$ cat src/rtl/uart_rx_cmd_if.sv
// Serial line in, received command byte and status pulses out.
// master: receiver side (reads rx, drives results); slave: line driver / consumer.
interface uart_rx_cmd_if;
  logic       rx;
  logic [7:0] o_rx_data;
  logic       o_rx_done;
  logic       o_frame_err;

  modport master (
    input  rx,
    output o_rx_data,
    output o_rx_done,
    output o_frame_err
  );

  modport slave (
    output rx,
    input  o_rx_data,
    input  o_rx_done,
    input  o_frame_err
  );
endinterface

$ cat src/rtl/uart_rx_cmd.sv
// 8N1 UART receiver with oversampled mid-bit sampling and frame-error/break handling.
// Ports: clk, reset_n (async active-low), bus (uart_rx_cmd_if.master: rx in; data/done/err out).
module uart_rx_cmd #(
  parameter int CLK_HZ = 100_000_000,
  parameter int BAUD   = 9600,
  parameter int OVS    = 16
) (
  input  logic          clk,
  input  logic          reset_n,
  uart_rx_cmd_if.master bus
);

  localparam int DIV_R = (CLK_HZ + (BAUD * OVS) / 2) / (BAUD * OVS);
  localparam int DIV   = (DIV_R < 1) ? 1 : DIV_R;
  localparam int DW    = $clog2(DIV + 1);
  localparam int TW    = $clog2(OVS + 1);

  localparam logic [DW-1:0] DIV_LAST = DW'(DIV - 1);
  localparam logic [TW-1:0] T_MID    = TW'(OVS / 2 - 1);
  localparam logic [TW-1:0] T_LAST   = TW'(OVS - 1);

  localparam logic [2:0] S_IDLE  = 3'd0;
  localparam logic [2:0] S_START = 3'd1;
  localparam logic [2:0] S_DATA  = 3'd2;
  localparam logic [2:0] S_STOP  = 3'd3;
  localparam logic [2:0] S_BREAK = 3'd4;

  logic          r_rx_s1;
  logic          r_rx_s2;
  logic [DW-1:0] r_div;
  logic [TW-1:0] r_tick;
  logic [2:0]    r_bit;
  logic [7:0]    r_shift;
  logic [2:0]    r_state;
  logic [7:0]    r_data;
  logic          r_done;
  logic          r_err;

  logic w_rx_s;
  logic w_tick;
  logic w_start;

  assign w_rx_s  = r_rx_s2;
  assign w_tick  = (r_div == DIV_LAST);
  assign w_start = (r_state == S_IDLE) && !w_rx_s;

  assign bus.o_rx_data   = r_data;
  assign bus.o_rx_done   = r_done;
  assign bus.o_frame_err = r_err;

  always_ff @(posedge clk or negedge reset_n) begin
    if (!reset_n) begin
      r_rx_s1 <= 1'b1;
      r_rx_s2 <= 1'b1;
    end else begin
      r_rx_s1 <= bus.rx;
      r_rx_s2 <= r_rx_s1;
    end
  end

  // Restarting on the start edge puts tick OVS/2 at mid start bit.
  always_ff @(posedge clk or negedge reset_n) begin
    if (!reset_n) begin
      r_div <= '0;
    end else if (w_start || w_tick) begin
      r_div <= '0;
    end else begin
      r_div <= r_div + DW'(1);
    end
  end

  always_ff @(posedge clk or negedge reset_n) begin
    if (!reset_n) begin
      r_state <= S_IDLE;
      r_tick  <= '0;
      r_bit   <= '0;
      r_shift <= '0;
      r_data  <= '0;
      r_done  <= 1'b0;
      r_err   <= 1'b0;
    end else begin
      r_data <= '0;
      r_done <= 1'b0;
      r_err  <= 1'b0;
      unique case (r_state)
        S_IDLE: begin
          if (w_start) begin
            r_state <= S_START;
            r_tick  <= '0;
            r_bit   <= '0;
            r_shift <= '0;
          end
        end
        S_START: begin
          if (w_tick) begin
            if (r_tick == T_MID) begin
              r_tick  <= '0;
              r_state <= w_rx_s ? S_IDLE : S_DATA;
            end else begin
              r_tick <= r_tick + TW'(1);
            end
          end
        end
        S_DATA: begin
          if (w_tick) begin
            if (r_tick == T_LAST) begin
              r_tick  <= '0;
              r_shift <= {w_rx_s, r_shift[7:1]};
              r_bit   <= r_bit + 3'd1;
              if (r_bit == 3'd7) r_state <= S_STOP;
            end else begin
              r_tick <= r_tick + TW'(1);
            end
          end
        end
        S_STOP: begin
          if (w_tick) begin
            if (r_tick == T_LAST) begin
              r_tick <= '0;
              if (w_rx_s) begin
                r_done  <= 1'b1;
                r_data  <= r_shift;
                r_state <= S_IDLE;
              end else begin
                r_err   <= 1'b1;
                r_state <= S_BREAK;
              end
            end else begin
              r_tick <= r_tick + TW'(1);
            end
          end
        end
        S_BREAK: begin
          if (w_rx_s) r_state <= S_IDLE;
        end
        default: r_state <= S_IDLE;
      endcase
    end
  end

endmodule

$ cat src/flat_wrapper.sv
// flat-port wrapper written by rule: the top's interface ports become plain ports
module uart_rx_cmd_flat 
#(
  parameter int CLK_HZ = 100_000_000,
  parameter int BAUD   = 9600,
  parameter int OVS    = 16
)
  (clk, reset_n, bus_rx, bus_o_rx_data, bus_o_rx_done, bus_o_frame_err);
  uart_rx_cmd_if bus_i ();
  input  logic clk;
  input  logic reset_n;
  input wire logic [$bits(bus_i.rx)-1:0] bus_rx;
  output wire logic [$bits(bus_i.o_rx_data)-1:0] bus_o_rx_data;
  output wire logic [$bits(bus_i.o_rx_done)-1:0] bus_o_rx_done;
  output wire logic [$bits(bus_i.o_frame_err)-1:0] bus_o_frame_err;
  assign bus_i.rx = bus_rx;
  assign bus_o_rx_data = bus_i.o_rx_data;
  assign bus_o_rx_done = bus_i.o_rx_done;
  assign bus_o_frame_err = bus_i.o_frame_err;
  uart_rx_cmd #(.CLK_HZ(CLK_HZ), .BAUD(BAUD), .OVS(OVS)) u_core (.clk(clk), .reset_n(reset_n), .bus(bus_i));
endmodule
$ cat config.mk
export PLATFORM = sky130hd
export DESIGN_NAME = uart_rx_cmd_flat
export DESIGN_NICKNAME = d
export VERILOG_FILES = /design/src/rtl/uart_rx_cmd_if.sv /design/src/rtl/uart_rx_cmd.sv /design/src/flat_wrapper.sv
export SDC_FILE = /design/constraint.sdc
export NUM_CORES = 1
export LEC_CHECK = 0
export CORE_MARGIN = 2
export CORE_UTILIZATION = 60
export CTS_BUF_LIST = sky130_fd_sc_hd__clkbuf_8 sky130_fd_sc_hd__clkbuf_16
export DETAILED_ROUTE_END_ITERATION = 8
export PLACE_DENSITY = 0.82
export SYNTH_ARGS = -nofsm -noshare
export SYNTH_HDL_FRONTEND = slang
export SYNTH_SLANG_ARGS = --single-unit
export TNS_END_PERCENT = 50
$ cat constraint.sdc
create_clock -name clk -period 4.5 [get_ports clk]
set_input_delay 0.675 -clock clk [delete_from_list [all_inputs] [get_ports clk]]
set_output_delay 0.675 -clock clk [all_outputs]
set_load 0.1 [all_outputs]
==> results of run 1 <==
-- per-layer routing --
metal	vias to the layer above	GRT usage, %
met5	-	0
met4	0	11.2
met3	7	4.05
met2	26	37.0
met1	659	27.7
li1	631	-
-- worst register-to-register path: stages (launching register included) --
cell      delay [ns]
dfrtp_1         0.43
or4b_4          0.55
nor3_2          0.39
nand3b_1        0.59
mux2i_1         0.37
-- cell usage after synthesis, types with 2 or more instances --
cell type  instances
or3_1              2
and2_1             8
nand3_1            6
nor2_1            18
dfrtp_1           39
xor2_1             2
nor3b_1            4
ha_1               7
nand2_1           23
dfstp_2            2
xnor2_1            6
o22ai_1            2
clkbuf_1           6
o21ai_0            3
inv_1             15
mux2i_1           11
mux2_4             2
nor4_1             2
nor3_1             2
and3_1             2
-- how the worst min path moves through the flow --
stage,endpoint,cells past startpoint
3_3_place_gp,u_core.r_rx_s2,0
6_report,u_core.r_rx_s2,0
4_1_cts,u_core.r_rx_s2,0
2_1_floorplan,u_core.r_rx_s2,0
5_1_grt,u_core.r_rx_s2,0
3_5_place_dp,u_core.r_rx_s2,0
-- where the power goes --
group	switching, mW	internal, mW	total [mW]
clock network	0.115	0.119	0.234
logic	0.00720	0.00142	0.00862
registers	0.00114	0.370	0.371
-- area by class of cell --
type	instances	area share [%]
clock buffers	6	3.83
clock inverters	1	0.174
inverters	15	2.61
multi-input cells	120	37.7
flip-flops and latches	41	47.7
well taps	44	2.56
repair buffers	12	5.34
-- registers in the layout, indices dropped and copies added (netlist names) --
name and flops:
u_core.bus.o_frame_err 1, u_core.bus.o_rx_data 8, u_core.bus.o_rx_done 1, u_core.r_bit 3, u_core.r_div 10, u_core.r_rx_s1 1
u_core.r_rx_s2 1, u_core.r_shift 8, u_core.r_state 3, u_core.r_tick 5
-- cell usage in the layout, fill, tap and decap left out, types with 2 or more instances in the layout --
master / synthesis / final
clkbuf_8: 0 / 6
and3_1: 2 / 2
mux2_4: 2 / 2
o21ai_0: 3 / 3
dfstp_2: 2 / 2
o22ai_1: 2 / 2
or3_1: 2 / 2
xor2_1: 2 / 2
and2_1: 8 / 8
inv_1: 15 / 16
nor4_1: 2 / 2
nand3_1: 6 / 6
nor3b_1: 4 / 4
clkdlybuf4s50_1: 0 / 11
nand2_1: 23 / 23
ha_1: 7 / 7
nor2_1: 18 / 18
xnor2_1: 6 / 6
mux2i_1: 11 / 11
dfrtp_1: 39 / 39
nor3_1: 2 / 2
-- logic make-up (layout without fill, tap and decap cells) --
logic type | Yosys count | count (layout)
AND/OR/NAND/NOR | 78 | 78
adder cells (fa/ha/maj) | 7 | 7
multiplexers | 13 | 13
XOR/XNOR | 8 | 8
flip-flops | 41 | 41
AO/OA/AOI/OAI | 14 | 14
buffers and inverters | 22 | 34
==> impl_metrics.py, run 1 <==
metrics = {
    "critical_path": {
        "start_kind": "flop",
        "crit_start": "u_core.bus.o_rx_data[4]",
        "cpLargestDelayFamily": "buffers and inverters",
        "arrival_ns": 1.76,
        "critPathMaxStageDelay_ns": 1.13,
        "slowest_stage": "clkdlybuf4s50_1",
        "timing.rr.start": "u_core.r_div[2]",
        "cp_max_fo": 1,
        "crit_cells": 1,
        "cp.required_ns": 3.83,
        "critPathKind": "flop to output port",
        "cp_cell_sequence": "clkdlybuf4s50_1",
        "reg2reg_depth": 4,
        "worstReg2RegEnd": "u_core.r_shift[0]",
        "critPathCapture": "bus_o_rx_data[4]",
        "cp_num_buf_inv": 1,
        "cp-end-kind": "output port",
        "rrSetupSlack_ns": 2.09,
    },
    "yosys": {
        "synthXorXnorAreaFrac_pct": 3.64,
        "netlist_area_um2": 1930,
        "synth-seq-cells": 41,
        "syn_avg_cell_area_um2": 10.5,
        "synth.distinct_cells": 41,
        "syn_nets": 193,
        "synth-edff-count": 0,
        "synth-async-reset-ratio_pct": 100,
        "synth_ff_type": "dfrtp_1",
        "synth_top_family_by_area": "simple AND/OR/NAND/NOR gates",
        "yosys_warnings": 0,
        "yosysSeqAreaShare_pct": 53.4,
        "yosysTopAreaCellShare_pct": 50.7,
        "synthSimpleGateAreaFrac_pct": 21.4,
        "yosys-top-cells-area": "dfrtp_1, mux2i_1, ha_1, nand2_1, nor2_1",
        "syn_inst": 183,
        "synth_compound_area_share_pct": 5.39,
        "yosys.area.top_type": "dfrtp_1",
        "synthAdderAreaFrac_pct": 4.55,
        "synthMuxAreaShare_pct": 7.28,
    },
    "finish": {
        "utilization_pct": 70.6,
        "fin_nets": 205,
        "diodes": 0,
        "fin_cells": 239,
        "multiInputGateArea_um2": 813,
        "area_delta_synth_final_pct": 11.9,
        "drive_gt1_share_pct": 9.23,
        "fillCellCount": 237,
        "seq_area_um2": 1030,
        "stdcell_area_um2": 2150,
    },
    "die": {
        "die_w_um": 60.7,
        "num_io_pins": 13,
        "coreArea_um2": 3050,
        "row_count": 20,
        "die_y_um": 60.7,
        "dieArea_um2": 3680,
        "initial_utilization_pct": 63.1,
    },
    "routing": {
        "vias_per_cell": 5.54,
        "top_layer_used": "met4",
        "wl_met2_mm": 1.78,
        "drc": 0,
        "drt-met1-wl_mm": 1.52,
        "wl_met3_um": 89,
        "ant_nets": 0,
        "via_count": 1323,
        "drt_iter0_drc": 58,
        "wire_per_inst_um": 14.4,
        "finalWirelength_mm": 3.45,
        "drt_pre_antenna_iters": 4,
    },
    "clock_tree": {
        "cts_hold_buffers": 0,
        "cts_root_buf": "clkbuf_8",
        "cts_tree": "yes",
        "post_cts_buffers": 0,
        "htree_num_levels": 2,
        "clk_latency_ns": 0.29,
        "cts_buffers": 5,
        "clk_path_buf_depth": 2,
        "cts_resized": 0,
        "cts.clk_slew.worst_paths_ns": 0.07,
        "cts_sinks": 41,
    },
    "placed_design": {
        "io_buffers": 12,
        "dpl.hpwl_mm": 2.32,
        "dpl.cell_count": 232,
        "dp_slack_ns": 2.08,
        "gp_congestion": 0.798,
        "placed_area_um2": 2070,
    },
    "timing": {
        "whs_ns": 0.362,
        "max_freq_ghz": 0.411,
        "period_share_pct": 54.1,
        "finalHoldViolations": 0,
        "final.min_clock_period_ns": 2.44,
        "tns_ns": 0,
        "finClkSkew_ns": 0.00564,
        "setup_viol": 0,
        "worstMarginPinSlew_ns": 0.977,
        "slew_headroom_pct": 34.7,
        "drv_slew": 0,
        "fin_ws_ns": 2.06,
        "rsz0062_at_grt": "no",
    },
    "pwr": {
        "power-per-cell-area_nw_per_um2": 285,
        "p_leak_nw": 1.03,
        "power_mw": 0.614,
        "ir_worst_vdd_mv": 0.182,
    },
    "global_route": {
        "antenna_found_initial": 0,
        "grt_pass1_wl_mm": 5.92,
        "grt_pass1_vias": 1344,
        "gr-total-overflow": 0,
        "grt_max_degree": 42,
        "grt_usage_pct": 22.2,
    },
    "run": {
        "maxCapViolCount": 0,
    },
    "worst_hold_path": {
        "hp-class": "flop to flop",
        "hp-start": "u_core.r_rx_s1",
    },
    "run_status": {
        "status": "completed",
    },
}
No activity file was read; power rests on OpenSTA's default activity.
==> inputs of run 2 (changes only) <==
- CORE_UTILIZATION: 60 -> 57
- PLACE_DENSITY: 0.82 -> 0.78
- clock period: 4.5 -> 2.5 ns (I/O delays scaled with it)
==> run 2 against run 1 <==
  * Clock skew about the same
  * Critical path type is now flop to flop
  * Largest cell class unchanged
  * Die area is 4.9% higher
  * Highest routed layer unchanged
  * Total power up 100%
  * Sequential power increased by 80%
==> impl_metrics.py, run 2 (synthesized netlist as in run 1, its figures left out) <==
metrics = {
    "routing": {
        "vias_per_cell": 5.28,
        "drt_pre_antenna_iters": 4,
        "drc": 0,
        "drt_iter0_drc": 60,
        "via_count": 1294,
        "wire_per_inst_um": 13.6,
        "finalWirelength_mm": 3.32,
        "ant_nets": 0,
    },
    "run_status": {
        "status": "completed",
    },
    "global_route": {
        "gr-total-overflow": 0,
        "grt_usage_pct": 19.4,
        "grt_max_degree": 42,
        "grt_pass1_vias": 1347,
        "antenna_found_initial": 0,
        "grt_pass1_wl_mm": 5.93,
    },
    "pwr": {
        "clock_power_share_pct": 44.6,
        "p_leak_nw": 1.07,
        "ir_worst_vdd_mv": 0.363,
        "combPwrFrac_pct": 1.2,
        "internal-power_mw": 0.993,
        "p_switching_mw": 0.240,
        "seqPwrFrac_pct": 54.1,
        "power-per-cell-area_nw_per_um2": 563,
        "switching_share_pct": 19.5,
    },
    "clock_tree": {
        "cts_tree": "yes",
        "cts_hold_buffers": 0,
        "cts_root_buf": "clkbuf_8",
        "htree_num_levels": 2,
        "cts_resized": 0,
        "clk_latency_ns": 0.29,
        "post_cts_buffers": 0,
        "cts.clk_slew.worst_paths_ns": 0.08,
        "clk_path_buf_depth": 2,
        "cts_sinks": 41,
        "cts_buffers": 5,
    },
    "critical_path": {
        "start_kind": "flop",
        "arrival_ns": 2.34,
        "reg2reg_depth": 4,
        "cp_cell_sequence": "or4b_4 > or4_4 > and2_4 > mux2_4",
        "critPathMaxStageDelay_ns": 0.55,
        "rrSetupSlack_ns": 0.34,
        "cp_max_fo": 5,
        "worstReg2RegEnd": "u_core.r_tick[4]",
        "timing.rr.start": "u_core.r_div[2]",
        "slowest_stage": "or4b_4",
        "cp_num_buf_inv": 0,
        "critPathKind": "flop to flop",
        "cpLargestDelayFamily": "simple AND/OR/NAND/NOR gates",
        "cp.required_ns": 2.68,
        "cp-end-kind": "flop",
    },
    "finish": {
        "largest_register_ffs": 10,
        "fin_nets": 208,
        "regMostFlops": "u_core.r_div",
        "drive_gt1_share_pct": 16.6,
        "final_cell_mix": "dfrtp_1, nand2_1, nor2_1",
        "area_delta_synth_final_pct": 13.6,
        "layout_commonest_cell": "dfrtp_1",
        "diodes": 0,
    },
    "die": {
        "dieArea_um2": 3860,
        "initial_utilization_pct": 58.6,
        "coreArea_um2": 3280,
        "num_io_pins": 13,
        "die_y_um": 62.1,
        "row_count": 21,
        "die_w_um": 62.1,
    },
    "placed_design": {
        "io_buffers": 12,
        "dpl.hpwl_mm": 2.32,
        "gp_congestion": 0.828,
    },
    "timing": {
        "finalHoldViolations": 0,
        "tns_ns": 0,
        "worstMarginPinSlew_ns": 0.878,
        "slew_headroom_pct": 41.4,
        "finClkSkew_ns": 0.00567,
        "setup_viol": 0,
        "whs_ns": 0.196,
        "final.min_clock_period_ns": 2.16,
        "rsz0062_at_grt": "no",
        "drv_slew": 0,
        "max_freq_ghz": 0.463,
        "period_share_pct": 86.5,
    },
    "run": {
        "maxCapViolCount": 0,
    },
    "worst_hold_path": {
        "hp-class": "input port to asynchronous set/reset pin",
    },
}
## run 2: cell types whose count changed in the layout (fill, tap and decap cells not counted)
cell	change
clkinvlp_4	+1
buf_4	+13
clkdlybuf4s50_1	-10
bufinv_16	+1
inv_1	-1
## run 2: power groups by stage
stage                     Combinational, mW  Sequential, mW  Clock, mW
after floorplan                     0.00114           0.680          0
after global placement               0.0162           0.680          0
after detailed placement             0.0164           0.680          0
after CTS                            0.0165           0.667      0.565
after global routing                 0.0188           0.668      0.597
final                                0.0153           0.667      0.550
## run 2: layer usage
layer  global-route usage [%]  vias to the layer above  wire length, um
met5                        0                        -                0
met4                     8.06                        0               59
met3                     5.07                        7              131
met2                     32.7                       23             1660
met1                     23.9                      624             1470
li1                         -                      640                -
## run 2: final cells by class
type	instances	area [um^2]
Timing Repair Buffer	15	113
Multi-Input combinational cell	120	813
Tap cell	46	57.6
Inverter	15	56.3
Fill cell	264	1100
Sequential cell	41	1030
Clock buffer	6	82.6
Clock inverter	2	37.5
## run 2: stage by stage
stage	setup slack, ns	std cells	utilization [%]	area [um^2]	total power [mW]
after global routing	0.290	245	66.6	2190	1.28
after CTS	0.338	245	66.6	2190	1.25
after detailed placement	0.351	237	63.0	2070	0.697
after global placement	0.393	237	63.0	2070	0.696
after floorplan	0.416	183	-	1930	0.681
final	0.338	245	66.6	2190	1.23
## run 2: how the worst max path moves through the flow
stage	startpoint	endpoint	slack (ns)	cells after the start
final	u_core.r_div[2]	u_core.r_tick[4]	0.34	4
after global routing	u_core.r_div[5]	u_core.r_tick[4]	0.29	4
after CTS	u_core.r_div[2]	u_core.r_tick[4]	0.34	4
after detailed placement	u_core.r_div[2]	u_core.r_tick[3]	0.35	4
after global placement	u_core.r_div[5]	u_core.r_tick[0]	0.39	4
after floorplan	u_core.r_div[5]	u_core.r_tick[0]	0.42	4
